==> src/rtl/pipeline_hazard_ctrl_pkg.sv <==
// Shared definitions for the pipeline hazard controller.
//  - hz_state_e : sequencer state encoding (RUN / MDU_WAIT)
//  - OP_*       : RV32 major opcodes used by ID decode to form id_use_rs1/id_use_rs2
//  - op_uses_rs1/op_uses_rs2 : decode helpers producing those use flags
package pipeline_hazard_ctrl_pkg;

    typedef enum logic {
        ST_RUN      = 1'b0,
        ST_MDU_WAIT = 1'b1
    } hz_state_e;

    localparam logic [6:0] OP_LUI    = 7'b0110111;
    localparam logic [6:0] OP_AUIPC  = 7'b0010111;
    localparam logic [6:0] OP_JAL    = 7'b1101111;
    localparam logic [6:0] OP_LOAD   = 7'b0000011;
    localparam logic [6:0] OP_STORE  = 7'b0100011;
    localparam logic [6:0] OP_BRANCH = 7'b1100011;
    localparam logic [6:0] OP_OP     = 7'b0110011;

    // U-type and JAL carry no rs1 field; everything else reads rs1.
    function automatic logic op_uses_rs1(input logic [6:0] op);
        return !((op == OP_LUI) || (op == OP_AUIPC) || (op == OP_JAL));
    endfunction

    // Only R-type, branches and stores read rs2.
    function automatic logic op_uses_rs2(input logic [6:0] op);
        return (op == OP_OP) || (op == OP_BRANCH) || (op == OP_STORE);
    endfunction

endpackage

==> src/rtl/pipeline_hazard_ctrl_if.sv <==
// Signal bundle between the pipeline and the hazard controller.
//  Pipeline-side (master) drives: ID source regs/use flags, EX load/rd info,
//  redirect, MDU start/done, data-memory request/ready.
//  Controller-side (slave) drives: per-stage stall/flush enables, mdu_busy,
//  mdu_timeout, stall_cycles perf counter and dbg_state.
// Handshake semantics: dmem_req/dmem_ready behave as valid/ready -- an access
// completes only in a cycle where both are high; req high with ready low is a
// wait state and the pipe is frozen. ex_mdu_start is accepted in the cycle it
// is seen; mdu_done is a single-cycle completion pulse.
interface pipeline_hazard_ctrl_if #(
    parameter int CNT_W = 32
);
    logic [4:0]       id_rs1;
    logic [4:0]       id_rs2;
    logic             id_use_rs1;
    logic             id_use_rs2;
    logic             id_ex_memread;
    logic [4:0]       id_ex_rd;
    logic             ex_redirect;
    logic             ex_mdu_start;
    logic             mdu_done;
    logic             dmem_req;
    logic             dmem_ready;

    logic             pc_stall;
    logic             if_id_stall;
    logic             if_id_flush;
    logic             id_ex_stall;
    logic             id_ex_flush;
    logic             ex_mem_stall;
    logic             mem_wb_flush;
    logic             mdu_busy;
    logic             mdu_timeout;
    logic [CNT_W-1:0] stall_cycles;
    pipeline_hazard_ctrl_pkg::hz_state_e dbg_state;

    modport master (
        output id_rs1, id_rs2, id_use_rs1, id_use_rs2, id_ex_memread, id_ex_rd,
               ex_redirect, ex_mdu_start, mdu_done, dmem_req, dmem_ready,
        input  pc_stall, if_id_stall, if_id_flush, id_ex_stall, id_ex_flush,
               ex_mem_stall, mem_wb_flush, mdu_busy, mdu_timeout, stall_cycles,
               dbg_state
    );

    modport slave (
        input  id_rs1, id_rs2, id_use_rs1, id_use_rs2, id_ex_memread, id_ex_rd,
               ex_redirect, ex_mdu_start, mdu_done, dmem_req, dmem_ready,
        output pc_stall, if_id_stall, if_id_flush, id_ex_stall, id_ex_flush,
               ex_mem_stall, mem_wb_flush, mdu_busy, mdu_timeout, stall_cycles,
               dbg_state
    );
endinterface

==> src/rtl/pipeline_hazard_ctrl_sat_counter.sv <==
// Saturating up-counter with synchronous clear.
//  clk, rst_n : clock, asynchronous active-low reset (count -> 0)
//  inc        : add one this cycle (ignored once at all-ones)
//  clr        : synchronous clear, wins over inc
//  count      : current value
module sat_counter #(
    parameter int CNT_W = 32
) (
    input  logic             clk,
    input  logic             rst_n,
    input  logic             inc,
    input  logic             clr,
    output logic [CNT_W-1:0] count
);
    logic [CNT_W-1:0] count_q, count_d;

    always_comb begin
        count_d = count_q;
        if (clr) begin
            count_d = '0;
        end else if (inc && (count_q != {CNT_W{1'b1}})) begin
            count_d = count_q + 1'b1;
        end
    end

    always_ff @(posedge clk or negedge rst_n) begin
        if (!rst_n) begin
            count_q <= '0;
        end else begin
            count_q <= count_d;
        end
    end

    assign count = count_q;
endmodule

==> src/rtl/pipeline_hazard_ctrl.sv <==
// Central stall/flush sequencer for the 5-stage pipeline.
// Resolves what forwarding cannot: load-use bubbles, taken-branch/jump
// flushes, multi-cycle MUL/DIV occupancy and data-memory wait states.
//  clk, rst_n : clock, asynchronous active-low reset
//  hz (slave) : pipeline inputs in, per-stage stall/flush enables out,
//               mdu_busy, sticky mdu_timeout, stall_cycles, dbg_state
// Priority (highest first): memory wait, MDU busy, redirect, MDU start,
// load-use.
module pipeline_hazard_ctrl
    import pipeline_hazard_ctrl_pkg::*;
#(
    parameter int CNT_W       = 32,
    parameter int MDU_MAX_LAT = 34
) (
    input  logic                   clk,
    input  logic                   rst_n,
    pipeline_hazard_ctrl_if.slave  hz
);
    localparam int MCW = $clog2(MDU_MAX_LAT + 1);

    hz_state_e  state_q, state_d;
    logic       mdu_timeout_q, mdu_timeout_d;

    logic       load_use;
    logic       mem_wait;
    logic       mdu_wait_inc;
    logic       mdu_enter;
    logic       pc_stall, if_id_stall, if_id_flush;
    logic       id_ex_stall, id_ex_flush, ex_mem_stall, mem_wb_flush;
    logic       pc_stall_o;
    logic [MCW-1:0]   mdu_cnt;
    logic [CNT_W-1:0] stall_cnt;

    assign load_use = hz.id_ex_memread && (hz.id_ex_rd != 5'd0) &&
                      ((hz.id_use_rs1 && (hz.id_rs1 == hz.id_ex_rd)) ||
                       (hz.id_use_rs2 && (hz.id_rs2 == hz.id_ex_rd)));
    assign mem_wait = hz.dmem_req && !hz.dmem_ready;

    always_comb begin
        state_d      = state_q;
        pc_stall     = 1'b0;
        if_id_stall  = 1'b0;
        if_id_flush  = 1'b0;
        id_ex_stall  = 1'b0;
        id_ex_flush  = 1'b0;
        ex_mem_stall = 1'b0;
        mem_wb_flush = 1'b0;

        // mdu_done is a one-shot pulse, so it retires the wait even while the
        // memory is stalling; otherwise the FSM would never leave MDU_WAIT.
        if ((state_q == ST_MDU_WAIT) && hz.mdu_done) begin
            state_d = ST_RUN;
        end

        if (mem_wait || ((state_q == ST_MDU_WAIT) && !hz.mdu_done)) begin
            // Freeze everything up to EX/MEM; MEM/WB gets a bubble.
            pc_stall     = 1'b1;
            if_id_stall  = 1'b1;
            id_ex_stall  = 1'b1;
            ex_mem_stall = 1'b1;
            mem_wb_flush = 1'b1;
        end else if (hz.ex_redirect) begin
            // Wrong-path IF/ID and ID/EX are squashed; a pending load-use in
            // ID is discarded along with them.
            if_id_flush  = 1'b1;
            id_ex_flush  = 1'b1;
        end else if (hz.ex_mdu_start && !hz.mdu_done) begin
            // A 1-cycle op (done with start) never enters MDU_WAIT.
            state_d      = ST_MDU_WAIT;
            pc_stall     = 1'b1;
            if_id_stall  = 1'b1;
            id_ex_stall  = 1'b1;
            ex_mem_stall = 1'b1;
            mem_wb_flush = 1'b1;
        end else if (load_use) begin
            pc_stall     = 1'b1;
            if_id_stall  = 1'b1;
            id_ex_flush  = 1'b1;
        end
    end

    assign mdu_enter     = (state_q == ST_RUN) && (state_d == ST_MDU_WAIT);
    assign mdu_wait_inc  = (state_q == ST_MDU_WAIT) && !hz.mdu_done;
    // Flag raised by the wait cycle that brings the count to MDU_MAX_LAT.
    assign mdu_timeout_d = mdu_timeout_q ||
                           (mdu_wait_inc && (mdu_cnt == MCW'(MDU_MAX_LAT - 1)));

    always_ff @(posedge clk or negedge rst_n) begin
        if (!rst_n) begin
            state_q       <= ST_RUN;
            mdu_timeout_q <= 1'b0;
        end else begin
            state_q       <= state_d;
            mdu_timeout_q <= mdu_timeout_d;
        end
    end

    sat_counter #(.CNT_W(MCW)) u_mdu_lat (
        .clk   (clk),
        .rst_n (rst_n),
        .inc   (mdu_wait_inc),
        .clr   (mdu_enter),
        .count (mdu_cnt)
    );

    sat_counter #(.CNT_W(CNT_W)) u_stall_cnt (
        .clk   (clk),
        .rst_n (rst_n),
        .inc   (pc_stall_o),
        .clr   (1'b0),
        .count (stall_cnt)
    );

    // Controls are combinational from inputs; gating with rst_n makes every
    // output drop the instant reset asserts, even with stall-causing inputs.
    assign pc_stall_o      = rst_n && pc_stall;
    assign hz.pc_stall     = pc_stall_o;
    assign hz.if_id_stall  = rst_n && if_id_stall;
    assign hz.if_id_flush  = rst_n && if_id_flush;
    assign hz.id_ex_stall  = rst_n && id_ex_stall;
    assign hz.id_ex_flush  = rst_n && id_ex_flush;
    assign hz.ex_mem_stall = rst_n && ex_mem_stall;
    assign hz.mem_wb_flush = rst_n && mem_wb_flush;
    assign hz.mdu_busy     = (state_q == ST_MDU_WAIT);
    assign hz.mdu_timeout  = mdu_timeout_q;
    assign hz.stall_cycles = stall_cnt;
    assign hz.dbg_state    = state_q;
endmodule
==> src/flat_wrapper.sv <==
// flat-port wrapper written by rule: the top's interface ports become plain ports
module pipeline_hazard_ctrl_flat import pipeline_hazard_ctrl_pkg::*;
#(
    parameter int CNT_W       = 32,
    parameter int MDU_MAX_LAT = 34
)
  (clk, rst_n, hz_id_rs1, hz_id_rs2, hz_id_use_rs1, hz_id_use_rs2, hz_id_ex_memread, hz_id_ex_rd, hz_ex_redirect, hz_ex_mdu_start, hz_mdu_done, hz_dmem_req, hz_dmem_ready, hz_pc_stall, hz_if_id_stall, hz_if_id_flush, hz_id_ex_stall, hz_id_ex_flush, hz_ex_mem_stall, hz_mem_wb_flush, hz_mdu_busy, hz_mdu_timeout, hz_stall_cycles, hz_dbg_state);
  pipeline_hazard_ctrl_if #(.CNT_W(CNT_W)) hz_i ();
  input  logic clk;
  input  logic rst_n;
  input wire logic [$bits(hz_i.id_rs1)-1:0] hz_id_rs1;
  input wire logic [$bits(hz_i.id_rs2)-1:0] hz_id_rs2;
  input wire logic [$bits(hz_i.id_use_rs1)-1:0] hz_id_use_rs1;
  input wire logic [$bits(hz_i.id_use_rs2)-1:0] hz_id_use_rs2;
  input wire logic [$bits(hz_i.id_ex_memread)-1:0] hz_id_ex_memread;
  input wire logic [$bits(hz_i.id_ex_rd)-1:0] hz_id_ex_rd;
  input wire logic [$bits(hz_i.ex_redirect)-1:0] hz_ex_redirect;
  input wire logic [$bits(hz_i.ex_mdu_start)-1:0] hz_ex_mdu_start;
  input wire logic [$bits(hz_i.mdu_done)-1:0] hz_mdu_done;
  input wire logic [$bits(hz_i.dmem_req)-1:0] hz_dmem_req;
  input wire logic [$bits(hz_i.dmem_ready)-1:0] hz_dmem_ready;
  output wire logic [$bits(hz_i.pc_stall)-1:0] hz_pc_stall;
  output wire logic [$bits(hz_i.if_id_stall)-1:0] hz_if_id_stall;
  output wire logic [$bits(hz_i.if_id_flush)-1:0] hz_if_id_flush;
  output wire logic [$bits(hz_i.id_ex_stall)-1:0] hz_id_ex_stall;
  output wire logic [$bits(hz_i.id_ex_flush)-1:0] hz_id_ex_flush;
  output wire logic [$bits(hz_i.ex_mem_stall)-1:0] hz_ex_mem_stall;
  output wire logic [$bits(hz_i.mem_wb_flush)-1:0] hz_mem_wb_flush;
  output wire logic [$bits(hz_i.mdu_busy)-1:0] hz_mdu_busy;
  output wire logic [$bits(hz_i.mdu_timeout)-1:0] hz_mdu_timeout;
  output wire logic [$bits(hz_i.stall_cycles)-1:0] hz_stall_cycles;
  output wire logic [$bits(hz_i.dbg_state)-1:0] hz_dbg_state;
  assign hz_i.id_rs1 = hz_id_rs1;
  assign hz_i.id_rs2 = hz_id_rs2;
  assign hz_i.id_use_rs1 = hz_id_use_rs1;
  assign hz_i.id_use_rs2 = hz_id_use_rs2;
  assign hz_i.id_ex_memread = hz_id_ex_memread;
  assign hz_i.id_ex_rd = hz_id_ex_rd;
  assign hz_i.ex_redirect = hz_ex_redirect;
  assign hz_i.ex_mdu_start = hz_ex_mdu_start;
  assign hz_i.mdu_done = hz_mdu_done;
  assign hz_i.dmem_req = hz_dmem_req;
  assign hz_i.dmem_ready = hz_dmem_ready;
  assign hz_pc_stall = hz_i.pc_stall;
  assign hz_if_id_stall = hz_i.if_id_stall;
  assign hz_if_id_flush = hz_i.if_id_flush;
  assign hz_id_ex_stall = hz_i.id_ex_stall;
  assign hz_id_ex_flush = hz_i.id_ex_flush;
  assign hz_ex_mem_stall = hz_i.ex_mem_stall;
  assign hz_mem_wb_flush = hz_i.mem_wb_flush;
  assign hz_mdu_busy = hz_i.mdu_busy;
  assign hz_mdu_timeout = hz_i.mdu_timeout;
  assign hz_stall_cycles = hz_i.stall_cycles;
  assign hz_dbg_state = hz_i.dbg_state;
  pipeline_hazard_ctrl #(.CNT_W(CNT_W), .MDU_MAX_LAT(MDU_MAX_LAT)) u_core (.clk(clk), .rst_n(rst_n), .hz(hz_i));
endmodule
==> config.mk <==
export PLATFORM = sky130hd
export DESIGN_NAME = pipeline_hazard_ctrl_flat
export DESIGN_NICKNAME = d
export VERILOG_FILES = /design/src/rtl/pipeline_hazard_ctrl_pkg.sv /design/src/rtl/pipeline_hazard_ctrl_if.sv /design/src/rtl/pipeline_hazard_ctrl_sat_counter.sv /design/src/rtl/pipeline_hazard_ctrl.sv /design/src/flat_wrapper.sv
export SDC_FILE = /design/constraint.sdc
export NUM_CORES = 1
export LEC_CHECK = 0
export CORE_MARGIN = 3
export CORE_UTILIZATION = 30
export DETAILED_ROUTE_END_ITERATION = 8
export GPL_ROUTABILITY_DRIVEN = 0
export PLACE_DENSITY_LB_ADDON = 0.25
export SLEW_MARGIN = 20
export SYNTH_ARGS = -nofsm -noshare
export SYNTH_HDL_FRONTEND = slang
export SYNTH_SLANG_ARGS = --single-unit
==> constraint.sdc <==
create_clock -name clk -period 2.1 [get_ports clk]
set_input_delay 0.315 -clock clk [delete_from_list [all_inputs] [get_ports clk]]
set_output_delay 0.315 -clock clk [all_outputs]
set_load 0.01 [all_outputs]
==> summary.md <==
| Metric | Value |
|---|---|
| Req. time, crit path | `~1.8 ns` |
| Clk pwr share | `29.2%` |
| Cells after synthesis | `around 230` |
| CTS Buf Count | `5` |
| Startpoint Class | `input pin` |
| Crit path max fanout | `4` |
| Post-synth EDFFs | `0` |
| Layout cell share with drive strength beyond 1 | `21.7%` |
| Delay of the slowest critical-path stage | `0.49 ns` |
| Seq/Total Area, Yosys | `between 40% and 50%` |
| Initial Utilization | `32.0%` |
| Max VDD drop | `0.404 mV` |
| Core Region | `roughly 7000 sq um` |
| Pre-antenna DRT Iters | `4` |
| Initial DRC count | `86` |
| Detailed-placement wirelength estimate | `approximately 4.5 mm` |
| Crit path cell chain | `dlygate4sd2_1 -> or4_4 -> o21ai_4 -> nor3b_2 -> a21oi_2 -> inv_2 -> buf_6` |
| Die area | `about 8600 sq um` |
| Antenna violations before repair | `0` |
| Syn_nets | `253` |
| Worst hold slack | `0.0396 ns` |
| I/O Buffers | `between 60 and 70` |
| CTS max path bufs | `2` |
| Slew margin rel. | `between 70% and 80%` |
| Comb pwr share | `27.5%` |
| Status | `finished clean` |
| Routed wire length | `roughly 5.8 mm` |
| Sink Count | `40` |
| Worst path slowest cell | `or4_4` |
| Slew Limit Fails | `0` |
| Internal Power | `1.58 mW` |
| Power Density | `between 600 and 700 nW/um^2` |
| Ant. Diodes | `0` |
| Crit path time final | `2.03 ns` |
| Site Rows | `30` |
| Via Count | `2015` |
| DR vias/cell | `roughly 4.8` |
| Area of the mapped netlist | `about 2200 sq um` |
| # hold bufs at CTS | `0` |
| GRT Total Usage | `14.3%` |
| DRC Markers | `0` |
| Pwr Total | `between 2 and 2.5 mW` |
| Yosys top cell area share | `44.6%` |
| Fin crit share | `96.8%` |
| Async S/R FF share, synth | `100%` |
| First-pass GRT wire length | `about 9.8 mm` |
| Die height | `92.5 um` |
| Vias in the first global route | `1953` |
| Synth unique cells | `approximately 40` |
| Synth Flop Type | `dfrtp_1` |
| Nets | `roughly 350` |
| Hold Crit Class | `in -> async` |
| Endpoints failing setup | `0` |
| Worst slew pin tran | `0.357 ns` |
| Seq pwr share | `roughly 43%` |
| Unrepaired setup endpoints after global routing | `yes` |
| Largest net degree at the start of global routing | `24` |
| I/O Pins | `67` |
| Dpl ws | `-0.661 ns` |
| Layout Skew | `about 0.0085 ns` |
| ANT nets after route | `0` |
| Crit path kind | `in -> out` |
| Max-Cap Viols | `0` |
| Reg clk slew, reported paths | `around 0.090 ns` |
| Die W | `approximately 93 um` |
| Final Hold Fails | `0` |
| Net Sw Frac | `between 20 and 30%` |
| FMAX | `between 400 and 500 MHz` |
| R2R Path Start | `u_core.u_stall_cnt.count[0]$_DFFE_PN0P_` |
| Root Buffer | `clkbuf_8` |
| LEAKAGE | `approximately 1.5 nW` |
| CP bufs+invs | `3` |
| WL/cell | `between 10 and 15 um` |
| CTS tree | `done` |
| Fin worst setup slack | `around 0.067 ns` |
| Worst Setup SP | `hz_id_ex_rd[3]` |
| Worst Path Arrival | `approximately 1.7 ns` |
| CP delay by family, top | `simple AND/OR/NAND/NOR gates` |
| Synth warn | `0` |
| Switching power total | `between 600 and 700 uW` |
| CTS H-tree lvls | `2` |
| Mean Syn Cell Area | `~10 sq um` |
| FF+latch count, synth | `40` |
| Worst-Skew Late Latency | `roughly 0.30 ns` |
| Post-synth top area cell | `dfrtp_1` |
| Top cells by area, synth | `dfrtp_1 45%, xor2_1 11%, xnor2_1 7.0%` |
| Nature of the critical path endpoint | `output pin` |
| Remaining Overflow, GRT | `0` |
| Layout area overhead | `50.6%` |
## flip-flops by register name, indices dropped and copies added, names as in the netlist
name	count
u_core.u_stall_cnt.count	32
u_core.hz.mdu_timeout	1
u_core.u_mdu_lat.count	6
u_core.hz.dbg_state	1
## path summary, 6_finish.rpt
| path | endpoint | slack, ns | depth (start not counted) |
|---|---|---|---|
| worst max-delay path | hz_pc_stall | 0.07 | 7 |
| worst min-delay path | u_core.u_stall_cnt.count[7]$_DFFE_PN0P_ | 0.04 | 2 |
| worst max register to register | u_core.u_stall_cnt.count[31]$_DFFE_PN0P_ | 0.11 | 7 |
| worst min register to register | u_core.hz.mdu_timeout$_DFF_PN0_ | 0.49 | 1 |
| max in group asynchronous | u_core.u_stall_cnt.count[3]$_DFFE_PN0P_ | 1.84 | 2 |
| min in group clk | u_core.hz.mdu_timeout$_DFF_PN0_ | 0.49 | 1 |
## timing repair
item	CTS	global route
setup buffers	1	0
endpoints found under the setup margin	35	15
pin swaps	5	5
resized for setup	30	4
## Yosys cell counts, types with 2 or more instances
master   instances
nor2_1          16
nand4_1         18
or3_1            3
dfrtp_1         40
and3_4           2
nor4_1           9
nor3_1          11
xnor2_1         18
nand2_1         12
and4_1           2
buf_4            4
inv_1            4
or4_1            2
o21ai_0          2
buf_2            3
ha_1             3
a21oi_1          3
buf_6            3
xor2_1          28
nand3_1         12
and3_1           9
nor2b_1          2
## cells in the final DEF, fill, tap and decap left out, types with 3 or more instances in the layout
cell type / n
nand3_1: 12
clkbuf_8: 5
and3_1: 8
nor4_1: 8
xnor2_1: 18
clkdlybuf4s50_1: 53
nor2_1: 16
inv_1: 4
dlygate4sd2_1: 7
nand4_1: 18
or3_1: 3
xor2_1: 28
dfrtp_1: 40
a21oi_1: 3
nor3_1: 11
and3_4: 3
nand2_1: 12
buf_4: 40
## worst reg2reg max path, delay by kind of cell (launching register included)
family | cells | cell delay (ns)
adders and majority gates | 1 | 0.19
and+or+nand+nor | 5 | 1.13
DFF | 1 | 0.43
xor gates and xnor gates | 1 | 0.16
## routing by layer
metal	GRT usage (%)	up-vias	part of all wire (%)
met5	0	-	0
met4	4.08	0	1.3
met3	2.60	6	2.8
met2	22.3	30	49
met1	20.1	977	47
li1	-	1002	-
## kinds of logic after synthesis
family	share of synthesized area, %
AND/OR/NAND/NOR	27.4
XOR/XNOR	17.9
flip-flops	44.6
buffers and inverters	4.74
AO/OA/AOI/OAI	3.18
adder cells (fa/ha/maj)	1.67
multiplexers	0.502
## metrics by stage
| stage | TNS [ns] | instance area (sq um) | std cells | util [%] |
|---|---|---|---|---|
| 2_1_floorplan | -0.0326 | 2250 | 225 | - |
| 3_3_place_gp | -14.92 | 3230 | 414 | 46.1 |
| 3_5_place_dp | -16.40 | 3230 | 414 | 46.1 |
| 4_1_cts | 0 | 3380 | 423 | 48.1 |
| 5_1_grt | -0.294 | 3380 | 423 | 48.1 |
| 6_report | 0 | 3380 | 423 | 48.1 |
## area by class of cell
type	count	area, sq um
clock buffers	5	68.8
clock inverters	3	46.3
fillers	692	3640
inverters	5	18.8
multi-input cells	168	1180
flip-flops and latches	40	1000
well taps	96	120
repair buffers	106	945
## power groups by stage
stage / logic, mW / registers, mW / clock network, mW
2_1_floorplan: 0.204 / 1.03 / 0
6_report: 0.613 / 0.967 / 0.652
3_3_place_gp: 0.612 / 0.983 / 0
4_1_cts: 0.623 / 0.969 / 0.675
5_1_grt: 0.682 / 0.988 / 0.702
3_5_place_dp: 0.616 / 0.983 / 0
Note: power is estimated with default switching activity, not from simulation.
